$ cat src/rtl/psx_bus_receiver.sv
// psx_bus_receiver
//   Passive receiver for the PSX controller bus. Synchronizes ATT#, CLK, CMD and DAT into
//   the clk domain, deserializes LSB-first CMD/DAT bytes on PSX clock rising edges and
//   reports each completed byte pair with its position in the packet. Flags packets that
//   end mid-byte or stall mid-byte.
// Ports
//   clk, reset         system clock, synchronous active-high reset
//   psx_att_n          async packet select (active low)
//   psx_clk            async bus clock (idles high)
//   psx_cmd, psx_dat   async console->pad / pad->console data
//   byte_strobe        one-cycle pulse, cmd_byte/dat_byte/byte_index valid
//   cmd_byte, dat_byte last completed byte pair, held until the next strobe
//   byte_index         position of the strobed byte in the packet (saturating)
//   packet_start/end   one-cycle pulses on ATT# fall / rise
//   frame_error        one-cycle pulse when a partial byte is discarded
//   busy               high while a packet is being shifted in
module psx_bus_receiver #(
  parameter int unsigned TIMEOUT_CYCLES = 4096,
  parameter int unsigned TIMEOUT_WIDTH  = 13,
  parameter int unsigned INDEX_WIDTH    = 4
) (
  input  logic                   clk,
  input  logic                   reset,
  input  logic                   psx_att_n,
  input  logic                   psx_clk,
  input  logic                   psx_cmd,
  input  logic                   psx_dat,
  output logic                   byte_strobe,
  output logic [7:0]             cmd_byte,
  output logic [7:0]             dat_byte,
  output logic [INDEX_WIDTH-1:0] byte_index,
  output logic                   packet_start,
  output logic                   packet_end,
  output logic                   frame_error,
  output logic                   busy
);

  localparam logic [TIMEOUT_WIDTH-1:0] TmoLast = TIMEOUT_WIDTH'(TIMEOUT_CYCLES - 1);
  localparam logic [INDEX_WIDTH-1:0]   IdxMax  = {INDEX_WIDTH{1'b1}};

  typedef enum logic [1:0] {StIdle, StShift, StWaitHigh} state_e;

  // Synchronizers plus edge-detect stage
  logic att_s1_q, att_s2_q, att_s3_q;
  logic clk_s1_q, clk_s2_q, clk_s3_q;
  logic cmd_s1_q, cmd_s2_q, dat_s1_q, dat_s2_q;
  logic att_rise_q, att_fall_q, att_lvl_q, clk_rise_q, cmd_bit_q, dat_bit_q;

  always_ff @(posedge clk) begin
    if (reset) begin
      att_s1_q   <= 1'b1;
      att_s2_q   <= 1'b1;
      att_s3_q   <= 1'b1;
      clk_s1_q   <= 1'b1;
      clk_s2_q   <= 1'b1;
      clk_s3_q   <= 1'b1;
      cmd_s1_q   <= 1'b0;
      cmd_s2_q   <= 1'b0;
      dat_s1_q   <= 1'b0;
      dat_s2_q   <= 1'b0;
      att_rise_q <= 1'b0;
      att_fall_q <= 1'b0;
      att_lvl_q  <= 1'b1;
      clk_rise_q <= 1'b0;
      cmd_bit_q  <= 1'b0;
      dat_bit_q  <= 1'b0;
    end else begin
      att_s1_q   <= psx_att_n;
      att_s2_q   <= att_s1_q;
      att_s3_q   <= att_s2_q;
      clk_s1_q   <= psx_clk;
      clk_s2_q   <= clk_s1_q;
      clk_s3_q   <= clk_s2_q;
      cmd_s1_q   <= psx_cmd;
      cmd_s2_q   <= cmd_s1_q;
      dat_s1_q   <= psx_dat;
      dat_s2_q   <= dat_s1_q;
      // Edge flags, level and data are all registered together so they stay aligned
      att_rise_q <= att_s2_q & ~att_s3_q;
      att_fall_q <= ~att_s2_q & att_s3_q;
      att_lvl_q  <= att_s2_q;
      clk_rise_q <= clk_s2_q & ~clk_s3_q;
      cmd_bit_q  <= cmd_s2_q;
      dat_bit_q  <= dat_s2_q;
    end
  end

  // Packet state machine
  state_e                   state_q, state_d;
  logic [2:0]               bit_cnt_q, bit_cnt_d;
  logic [INDEX_WIDTH-1:0]   idx_q, idx_d;
  logic [TIMEOUT_WIDTH-1:0] tmo_q, tmo_d;
  logic [7:0]               cmd_sh_q, cmd_sh_d, dat_sh_q, dat_sh_d;
  logic [2:0]               boot_q, boot_d;
  logic                     strobe_q, strobe_d;
  logic                     start_q, start_d;
  logic                     end_q, end_d;
  logic                     fe_q, fe_d;
  logic [7:0]               cmd_byte_q, cmd_byte_d, dat_byte_q, dat_byte_d;
  logic [INDEX_WIDTH-1:0]   byte_index_q, byte_index_d;
  logic                     timeout;

  always_comb begin
    state_d      = state_q;
    bit_cnt_d    = bit_cnt_q;
    idx_d        = idx_q;
    tmo_d        = tmo_q;
    cmd_sh_d     = cmd_sh_q;
    dat_sh_d     = dat_sh_q;
    boot_d       = boot_q;
    strobe_d     = 1'b0;
    start_d      = 1'b0;
    end_d        = 1'b0;
    fe_d         = 1'b0;
    cmd_byte_d   = cmd_byte_q;
    dat_byte_d   = dat_byte_q;
    byte_index_d = byte_index_q;
    timeout      = 1'b0;

    unique case (state_q)
      StIdle: begin
        if (!boot_q[2]) begin
          // Edge flags are bogus until the pipeline has refilled after reset; decide
          // on the settled ATT# level instead so a packet is never joined mid-stream.
          boot_d = boot_q + 3'd1;
          if (boot_q == 3'd3 && !att_lvl_q) begin
            state_d = StWaitHigh;
          end
        end else if (att_fall_q) begin
          state_d   = StShift;
          start_d   = 1'b1;
          bit_cnt_d = '0;
          idx_d     = '0;
          tmo_d     = '0;
        end
      end

      StShift: begin
        if (clk_rise_q) begin
          cmd_sh_d = {cmd_bit_q, cmd_sh_q[7:1]};
          dat_sh_d = {dat_bit_q, dat_sh_q[7:1]};
          tmo_d    = '0;
          if (bit_cnt_q == 3'd7) begin
            bit_cnt_d    = '0;
            strobe_d     = 1'b1;
            cmd_byte_d   = cmd_sh_d;
            dat_byte_d   = dat_sh_d;
            byte_index_d = idx_q;
            if (idx_q != IdxMax) begin
              idx_d = idx_q + 1'b1;
            end
          end else begin
            bit_cnt_d = bit_cnt_q + 3'd1;
          end
        end else if (bit_cnt_q != 3'd0) begin
          if (tmo_q == TmoLast) begin
            timeout = 1'b1;
          end else begin
            tmo_d = tmo_q + 1'b1;
          end
        end

        // bit_cnt_d already accounts for a bit completing in this same cycle
        if (att_rise_q) begin
          end_d     = 1'b1;
          fe_d      = (bit_cnt_d != 3'd0);
          bit_cnt_d = '0;
          state_d   = StIdle;
        end else if (timeout) begin
          fe_d      = 1'b1;
          bit_cnt_d = '0;
          tmo_d     = '0;
          state_d   = StWaitHigh;
        end
      end

      StWaitHigh: begin
        if (att_lvl_q) begin
          end_d   = att_rise_q;
          state_d = StIdle;
        end
      end

      default: state_d = StIdle;
    endcase
  end

  always_ff @(posedge clk) begin
    if (reset) begin
      state_q      <= StIdle;
      bit_cnt_q    <= '0;
      idx_q        <= '0;
      tmo_q        <= '0;
      cmd_sh_q     <= '0;
      dat_sh_q     <= '0;
      boot_q       <= '0;
      strobe_q     <= 1'b0;
      start_q      <= 1'b0;
      end_q        <= 1'b0;
      fe_q         <= 1'b0;
      cmd_byte_q   <= 8'h00;
      dat_byte_q   <= 8'h00;
      byte_index_q <= '0;
    end else begin
      state_q      <= state_d;
      bit_cnt_q    <= bit_cnt_d;
      idx_q        <= idx_d;
      tmo_q        <= tmo_d;
      cmd_sh_q     <= cmd_sh_d;
      dat_sh_q     <= dat_sh_d;
      boot_q       <= boot_d;
      strobe_q     <= strobe_d;
      start_q      <= start_d;
      end_q        <= end_d;
      fe_q         <= fe_d;
      cmd_byte_q   <= cmd_byte_d;
      dat_byte_q   <= dat_byte_d;
      byte_index_q <= byte_index_d;
    end
  end

  assign byte_strobe  = strobe_q;
  assign cmd_byte     = cmd_byte_q;
  assign dat_byte     = dat_byte_q;
  assign byte_index   = byte_index_q;
  assign packet_start = start_q;
  assign packet_end   = end_q;
  assign frame_error  = fe_q;
  assign busy         = (state_q == StShift);

endmodule
$ cat config.mk
export PLATFORM = sky130hd
export DESIGN_NAME = psx_bus_receiver
export DESIGN_NICKNAME = d
export VERILOG_FILES = /design/src/rtl/psx_bus_receiver.sv
export SDC_FILE = /design/constraint.sdc
export NUM_CORES = 1
export LEC_CHECK = 0
export ABC_AREA = 0
export CORE_MARGIN = 3
export CORE_UTILIZATION = 60
export DETAILED_ROUTE_END_ITERATION = 10
export PLACE_DENSITY_LB_ADDON = 0.15
export SLEW_MARGIN = 20
export SYNTH_ARGS = -nofsm -noshare
export SYNTH_HDL_FRONTEND = slang
export SYNTH_SLANG_ARGS = --single-unit
$ cat constraint.sdc
create_clock -name clk -period 3.7 [get_ports clk]
set_clock_uncertainty 0.2 [all_clocks]
set_input_delay 0.74 -clock clk [delete_from_list [all_inputs] [get_ports clk]]
set_output_delay 0.74 -clock clk [all_outputs]
set_load 0.01 [all_outputs]
==> results of run 1 <==
sequential cells by signal (all words and copies together) (netlist names), 2 cells and up:
| name | flops |
|---|---|
| tmo_q | 13 |
| cmd_byte | 8 |
| dat_byte | 8 |
| cmd_sh_q | 7 |
| dat_sh_q | 7 |
| byte_index | 4 |
| idx_q | 4 |
| bit_cnt_q | 3 |
| boot_q | 3 |
| state_q | 2 |
metal layers:
metal	vias to the layer above	wire, um	GRT usage
met1	1107	2615	0.2563
li1	1220	-	-
met5	-	0	0
met3	12	181	0.04640
met4	0	148	0.1246
met2	34	2536	0.3168
logic make-up after synthesis:
family,synth area share
buf+inv,0.03318
xor+xnor,0.04249
mux,0.003238
fa+ha+maj,0.03642
compound gates,0.1077
simple gates,0.2720
flops,0.5051
cells in the final DEF, fill, tap and decap left out, types with 4 or more instances in the layout:
| cell type | Yosys | routed |
|---|---|---|
| sky130_fd_sc_hd__a21oi_1 | 40 | 40 |
| sky130_fd_sc_hd__and3_1 | 6 | 6 |
| sky130_fd_sc_hd__clkbuf_8 | 0 | 10 |
| sky130_fd_sc_hd__clkdlybuf4s50_1 | 0 | 29 |
| sky130_fd_sc_hd__dfxtp_1 | 78 | 78 |
| sky130_fd_sc_hd__ha_1 | 9 | 9 |
| sky130_fd_sc_hd__inv_1 | 6 | 6 |
| sky130_fd_sc_hd__nand2_1 | 82 | 82 |
| sky130_fd_sc_hd__nand3_1 | 12 | 12 |
| sky130_fd_sc_hd__nand4_1 | 7 | 7 |
| sky130_fd_sc_hd__nor2_1 | 16 | 16 |
| sky130_fd_sc_hd__nor2_2 | 10 | 10 |
| sky130_fd_sc_hd__nor2b_1 | 8 | 8 |
| sky130_fd_sc_hd__nor3b_1 | 4 | 4 |
| sky130_fd_sc_hd__or2_2 | 6 | 6 |
| sky130_fd_sc_hd__xor2_1 | 13 | 13 |
worst paths after layout:
path                     end  slack (ns)       start
setup / recovery        busy        1.02  state_q[1]
hold / removal    clk_rise_q        0.19    clk_s3_q
setup reg to reg    tmo_q[0]        1.24    tmo_q[0]
hold reg to reg   clk_rise_q        0.19    clk_s3_q
layout make-up:
cell class              instances  share of cell area
well taps                      67             0.02334
clock inverters                 4             0.01324
multi-input cells             248              0.3976
clock buffers                  11             0.03937
inverters                       7            0.007317
flip-flops and latches         78              0.4348
repair buffers                 31             0.08432
synth_stat cells, types with 2 or more instances:
cell type,count,area share
sky130_fd_sc_hd__nor3_1,2,0.0032
sky130_fd_sc_hd__xnor2_1,2,0.0057
sky130_fd_sc_hd__nor2_2,10,0.020
sky130_fd_sc_hd__clkbuf_1,16,0.019
sky130_fd_sc_hd__and3_1,6,0.012
sky130_fd_sc_hd__o21ai_2,2,0.0057
sky130_fd_sc_hd__ha_1,9,0.036
sky130_fd_sc_hd__inv_1,6,0.0073
sky130_fd_sc_hd__nand2_1,82,0.10
sky130_fd_sc_hd__or2_2,6,0.012
sky130_fd_sc_hd__nand2b_1,3,0.0061
sky130_fd_sc_hd__a31oi_1,2,0.0040
sky130_fd_sc_hd__dfxtp_1,78,0.51
sky130_fd_sc_hd__nor3b_1,4,0.0097
sky130_fd_sc_hd__o31ai_1,3,0.0073
sky130_fd_sc_hd__nand4_1,7,0.014
sky130_fd_sc_hd__nor2b_1,8,0.016
sky130_fd_sc_hd__nor2_1,16,0.019
sky130_fd_sc_hd__a21oi_1,40,0.065
sky130_fd_sc_hd__xor2_1,13,0.037
sky130_fd_sc_hd__nand3_1,12,0.019
stage by stage:
| stage | total power [W] | instance area [sq um] | std cells |
|---|---|---|---|
| 2_1_floorplan | 0.001001 | 3092 | 351 |
| 3_3_place_gp | 0.001025 | 3402 | 431 |
| 3_5_place_dp | 0.001028 | 3402 | 431 |
| 4_1_cts | 0.001648 | 3591 | 446 |
| 5_1_grt | 0.001696 | 3591 | 446 |
| 6_report | 0.001629 | 3591 | 446 |
power by group through the flow:
stage / registers [W] / clock network, W / logic (W)
after floorplan: 0.000891 / 0 / 0.000110
after global placement: 0.000893 / 0 / 0.000131
after detailed placement: 0.000895 / 0 / 0.000133
after CTS: 0.000877 / 0.000630 / 0.000140
after global routing: 0.000880 / 0.000658 / 0.000158
final: 0.000877 / 0.000614 / 0.000139
==> results.cfg, run 1 <==
[run_status]
status = finished, final reports clean

[final_layout]
antenna-diode-count = 0
drive_above_1_share = 0.1135
multi_input_comb_area_sq_mm = 0.001428
final_core_util = 0.7406
layout-area-overhead-vs-synth_pct = 16.15
final_net_count = 390
sequential_cell_area_sq_mm = 0.001562
filler_cell_count = 380

[logic_synthesis]
synth_cell_types = 45
dominantRegCellSynth = sky130_fd_sc_hd__dfxtp_1
mappedNetlistNets = 366
synth-seq-cells = 78
post_synth_instance_area_sq_mm = 0.003092
post_synth_inst_count = 351
synth.yosys.seq_area_share = 0.5051
synth-edff-count = 0
yosysWarningCount = 0
postSynth.asyncResetShare = 0
synth_area_per_cell_sq_um = 8.808

[clock_network]
tritoncts.num_buffers = 9
cts_post_setup_buffers_inserted = 0
later_pin_clock_latency_in_the_skew_report_ns = 0.35
cts.htree.levels = 3
clk_pin_slew_worst_paths_ns = 0.07
clock_path_buffers = 2
cts_hold_repair.buffers = 0
cts.repair.resized = 0
cts.root.buffer_cell = sky130_fd_sc_hd__clkbuf_8
clkSinkCount = 78
clock_tree_from_tritoncts = done

[floorplan]
initial_core_utilization = 0.6377
die_height_um = 77.79
ioPinCount = 31
die_width_um = 77.79
core_region_area_sq_mm = 0.004848
fp.dieArea_sq_mm = 0.006051
placement_rows = 25

[pwr]
peakVddDrop_mv = 0.5104
combPwrFrac = 0.085
power_frac_seq = 0.538
pwr-share-clk = 0.377
total_power_divided_by_cell_area_mw_per_mm2 = 453.8
power_switching_share = 0.2386
p_int_w = 0.001241
switching_power_w = 0.0003887
cellLeakagePower_nw = 1.289

[critical_path]
cpPeakStageDelay_ns = 0.61
crit_required_ns = 2.76
timing.reg2reg.worst_path_depth = 6
worst-setup-path-type = register to primary output
crit_path_start_kind = register
end_kind = primary output
critical_path.cell_chain = inv_1, ha_1, clkdlybuf4s50_1
slowest_stage = sky130_fd_sc_hd__clkdlybuf4s50_1
critical_path.n_buffers_inverters = 2
critical_path_peak_fanout = 10
timing.critical_path.max_delay_family = buffers and inverters
critical_path_cell_count = 3
worst_ep_arrival_time_ns = 1.74

[placed_design]
gpl_wtd_cong = 0.8879
preCtsSetupSlack_ns = 1.225
dp_hpwl_um = 3628
place.port_buffers = 30

[grt]
first_global_vias = 2274
wire_length_of_the_first_global_routing_pass_um = 9846
antenna_found_initial = 0
grt_ovf = 0
track_usage = 0.2039
grt_max_degree = 37

[hold_path]
hold_path_depth = 1
hp-class = register to register

[timing]
setup_tns_ns = 0
setup_viol = 0
tightest_slew_ns = 0.7326
fin_crit_sh = 0.7245
maxSlewViolCount = 0
hold_worst_slack_ns = 0.1896
rsz0062_at_grt = no
max_freq_ghz = 0.3731
finalHoldViolCount = 0
setup_slack_ns = 1.019
period_minus_slack_ns = 2.681
slew-limit-headroom = 0.5115

[detailed_routing]
postRouteAntennaNets = 0
drt-pass1-iter-count = 4
drt_iter0_drc = 96
wire_per_inst_um = 12.29
route.detailed.drc = 0
post_drt_via_cell_ratio = 5.321
via_count = 2373
drt_wl_total_um = 5481

[flow_run]
max_cap_violations = 0
Note: power is estimated with default switching activity, not from simulation.
==> run 2: changes to the inputs <==
Settings changed: CORE_UTILIZATION 60 to 56.
Clock period 3.7 ns to 2.7 ns, I/O delays scaled along.
==> results.cfg, run 2 (synthesis gave the netlist of run 1 again) <==
[run_status]
status = finished, final reports clean

[grt]
grtUsageMet1 = 0.2273
grt_ovf = 0
grt_max_degree = 35
antenna_found_initial = 0
grt_most_used_layer = met2
groute.layer.met2.usage = 0.3137
first_global_vias = 2244
grt_util_met3 = 0.07287
track_usage = 0.1913
wire_length_of_the_first_global_routing_pass_um = 9715

[final_layout]
final_net_count = 394
layout-area-overhead-vs-synth_pct = 17.16
drive_above_1_share = 0.1250
largest_register_ff_count = 13
instances_no_fill = 454
antenna-diode-count = 0
mostFrequentLayoutCells = sky130_fd_sc_hd__nand2_1, sky130_fd_sc_hd__dfxtp_1, sky130_fd_sc_hd__a21oi_1, sky130_fd_sc_hd__clkdlybuf4s50_1, sky130_fd_sc_hd__nor2_1
final_core_util = 0.6916
final_common_cell = sky130_fd_sc_hd__nand2_1
max_flop_register = tmo_q

[timing]
fin_crit_sh = 0.9070
slew-limit-headroom = 0.5259
period_minus_slack_ns = 2.449
finalHoldViolCount = 0
tightest_slew_ns = 0.7095
maxSlewViolCount = 0
rsz0062_at_grt = no
setup_tns_ns = 0
setup_viol = 0
max_freq_ghz = 0.4083

[clock_network]
cts.repair.resized = 0
cts_hold_repair.buffers = 0
cts_post_setup_buffers_inserted = 0
clock_path_buffers = 2
clock_tree_from_tritoncts = done
clkSinkCount = 78
clk_pin_slew_worst_paths_ns = 0.07
later_pin_clock_latency_in_the_skew_report_ns = 0.34
tritoncts.num_buffers = 9
cts.root.buffer_cell = sky130_fd_sc_hd__clkbuf_8
cts.htree.levels = 3

[critical_path]
r2r-end = tmo_q[10]
worst_ep_arrival_time_ns = 1.71
crit_path_start_kind = register
end_kind = primary output
crit_required_ns = 1.96
capture_point_of_the_worst_path = busy
critical_path.cell_chain = inv_1, ha_1, clkdlybuf4s50_1
critical_path.startpoint = state_q[1]
slowest_stage = sky130_fd_sc_hd__clkdlybuf4s50_1
cpPeakStageDelay_ns = 0.60
crit-reg2reg-launch = state_q[1]
timing.reg2reg.worst_path_depth = 7
critical_path_peak_fanout = 10
regToRegSetupSlack_ns = 0.54
worst-setup-path-type = register to primary output

[floorplan]
initial_core_utilization = 0.5903
placement_rows = 26
die_height_um = 80.30
die_width_um = 80.30
ioPinCount = 31
core_region_area_sq_mm = 0.005238
fp.dieArea_sq_mm = 0.006448

[placed_design]
placed_cells_incl_taps = 438
dp_hpwl_um = 3707
place.port_buffers = 30
gpl_wtd_cong = 0.9112

[pwr]
total_power_divided_by_cell_area_mw_per_mm2 = 601.6
cellLeakagePower_nw = 1.310
peakVddDrop_mv = 0.4211
sum_of_internal_switching_and_leakage_power_w = 0.002179

[detailed_routing]
wire_per_inst_um = 12.22
via_count = 2375
drt_iter0_drc = 85
postRouteAntennaNets = 0
drt-pass1-iter-count = 4
drt_wl_total_um = 5547
post_drt_via_cell_ratio = 5.231
route.detailed.drc = 0

[flow_run]
max_cap_violations = 0

[hold_path]
hp-class = register to register
## run 2: cell type report
cell class | instances | area [sq um]
clock inverter | 3 | 17.52
tap | 70 | 87.58
inverter | 7 | 26.28
fill | 433 | 1615
timing repair buffer | 35 | 332.8
multi-input combinational | 248 | 1428
sequential | 78 | 1562
clock buffer | 13 | 168.9
## run 2: metrics by stage
stage	hold slack (ns)	worst slack [ns]	instance area, sq um
after floorplan	0.1721	0.7614	3092
after global routing	0.2236	0.1711	3622
final	0.2115	0.2510	3622
after CTS	0.2160	0.2320	3622
after global placement	0.1775	0.5779	3436
after detailed placement	0.1821	0.5653	3436
## run 2: where the power goes
group / switching [W] / leakage, nW / internal, W
combinational: 0.000111 / 0.583 / 0.0000779
clock: 0.000383 / 0.0954 / 0.000406
sequential: 0.0000196 / 0.631 / 0.00118
## run 2: worst min path at each step
stage,startpoint,end,slack [ns],cells past startpoint
6_report,att_s1_q,att_s2_q,0.21,1
4_1_cts,att_s1_q,att_s2_q,0.22,1
5_1_grt,att_s1_q,att_s2_q,0.22,1
3_5_place_dp,clk_s3_q,clk_rise_q,0.18,1
2_1_floorplan,clk_s3_q,clk_rise_q,0.17,1
3_3_place_gp,clk_s3_q,clk_rise_q,0.18,1
## run 2: critical path: cells and delay by family (launching register included)
family / cells / cell delay, ns
buf+inv: 2 / 0.70
flops: 1 / 0.32
fa+ha+maj: 1 / 0.35
## run 2: layer usage
metal / up-vias / share of wire
li1: 1232 / -
met1: 1086 / 0.48
met2: 47 / 0.47
met3: 10 / 0.043
met4: 0 / 0.012
met5: - / 0
==> run 3: changes to the inputs <==
--- a/constraint.sdc
+++ b/constraint.sdc
@@ -4,2 +4,2 @@
 set_output_delay 0.54 -clock clk [all_outputs]
-set_load 0.01 [all_outputs]
+set_load 0.005 [all_outputs]
==> results.cfg, run 3 (synthesis gave the netlist of run 1 again) <==
[pwr]
cellLeakagePower_nw = 1.330
total_power_divided_by_cell_area_mw_per_mm2 = 643.1
sum_of_internal_switching_and_leakage_power_w = 0.002359
peakVddDrop_mv = 0.4393

[clock_network]
cts.root.buffer_cell = sky130_fd_sc_hd__clkbuf_8
clock_path_buffers = 2
cts_hold_repair.buffers = 0
cts.htree.levels = 3
clock_tree_from_tritoncts = done
clkSinkCount = 78
clk_pin_slew_worst_paths_ns = 0.07
cts_post_setup_buffers_inserted = 0
tritoncts.num_buffers = 9
later_pin_clock_latency_in_the_skew_report_ns = 0.34
cts.repair.resized = 0

[final_layout]
max_flop_register = tmo_q
drive_above_1_share = 0.1276
antenna-diode-count = 0
final_net_count = 394
largest_register_ff_count = 13
mostFrequentLayoutCells = sky130_fd_sc_hd__nand2_1, sky130_fd_sc_hd__dfxtp_1, sky130_fd_sc_hd__a21oi_1, sky130_fd_sc_hd__clkdlybuf4s50_1, sky130_fd_sc_hd__nor2_1
final_common_cell = sky130_fd_sc_hd__nand2_1
layout-area-overhead-vs-synth_pct = 18.66

[timing]
fin_crit_sh = 0.9004
setup_viol = 0
period_minus_slack_ns = 2.431
max_freq_ghz = 0.4114
maxSlewViolCount = 0
slew-limit-headroom = 0.5406
rsz0062_at_grt = no
finalHoldViolCount = 0
setup_tns_ns = 0
tightest_slew_ns = 0.6874

[floorplan]
placement_rows = 26
core_region_area_sq_mm = 0.005238
initial_core_utilization = 0.5903
fp.dieArea_sq_mm = 0.006448
die_height_um = 80.30
die_width_um = 80.30
ioPinCount = 31

[run_status]
status = finished, final reports clean

[detailed_routing]
post_drt_via_cell_ratio = 5.189
drt_iter0_drc = 92
via_count = 2356
route.detailed.drc = 0
postRouteAntennaNets = 0
drt-pass1-iter-count = 4
drt_wl_total_um = 5602
wire_per_inst_um = 12.34

[grt]
antenna_found_initial = 0
grt_max_degree = 35
wire_length_of_the_first_global_routing_pass_um = 9970
first_global_vias = 2271
grt_ovf = 0
track_usage = 0.1969

[critical_path]
critical_path_peak_fanout = 10
worst-setup-path-type = register to primary output
crit_path_start_kind = register
crit-reg2reg-launch = state_q[0]
crit_required_ns = 1.96
end_kind = primary output
critical_path.startpoint = state_q[1]
regToRegSetupSlack_ns = 0.51
worst_ep_arrival_time_ns = 1.69

[placed_design]
gpl_wtd_cong = 0.9286
place.port_buffers = 30
dp_hpwl_um = 3801

[hold_path]
hold_start = clk_s3_q
hp-class = register to register

[flow_run]
max_cap_violations = 0
-- run 3: changes by cell type in the layout (fill, tap and decap cells not counted), sizes merged --
cell    before  now
clkbuf      13   11
bufinv       0    2
-- run 3: critical path: stages, from the launching register on --
cell,delay [ns]
sky130_fd_sc_hd__dfxtp_1,0.32
sky130_fd_sc_hd__inv_1,0.09
sky130_fd_sc_hd__ha_1,0.37
sky130_fd_sc_hd__clkdlybuf4s50_1,0.57
-- run 3: area by class of cell --
cell class / instances / area, sq um
Timing Repair Buffer: 35 / 332.8
Tap cell: 70 / 87.58
Sequential cell: 78 / 1562
Clock inverter: 5 / 81.33
Inverter: 7 / 26.28
Fill cell: 429 / 1569
Multi-Input combinational cell: 248 / 1428
Clock buffer: 11 / 151.4
-- run 3: power breakdown --
group | switching, W | internal [W] | leakage [nW] | total, W
Combinational | 0.000110 | 0.0000776 | 0.583 | 0.000188
Sequential | 0.0000184 | 0.00118 | 0.631 | 0.00120
Clock | 0.000402 | 0.000570 | 0.116 | 0.000973
Total | 0.000531 | 0.00183 | 1.33 | 0.00236
-- run 3: final timing paths --
path                endpoint  cells past startpoint
setup / recovery        busy                      3
hold / removal    clk_rise_q                      1
setup reg to reg   tmo_q[11]                      7
hold reg to reg   clk_rise_q                      1
-- run 3: through the flow --
| stage | setup WS, ns | utilization | cell area, sq um | hold WS, ns | cells |
|---|---|---|---|---|---|
| final | 0.2690 | 0.7004 | 3669 | 0.1960 | 454 |
| after floorplan | 0.7865 | - | 3092 | 0.1721 | 351 |
| after global placement | 0.5879 | 0.6560 | 3436 | 0.1793 | 438 |
| after CTS | 0.2534 | 0.7004 | 3669 | 0.1996 | 454 |
| after detailed placement | 0.5576 | 0.6560 | 3436 | 0.1885 | 438 |
| after global routing | 0.1820 | 0.7004 | 3669 | 0.2143 | 454 |
-- run 3: per-layer routing --
| metal | track usage | wire length [um] |
|---|---|---|
| met2 | 0.3228 | 2644 |
| met3 | 0.06502 | 255 |
| met5 | 0 | 0 |
| met4 | 0.07264 | 93 |
| met1 | 0.2396 | 2610 |
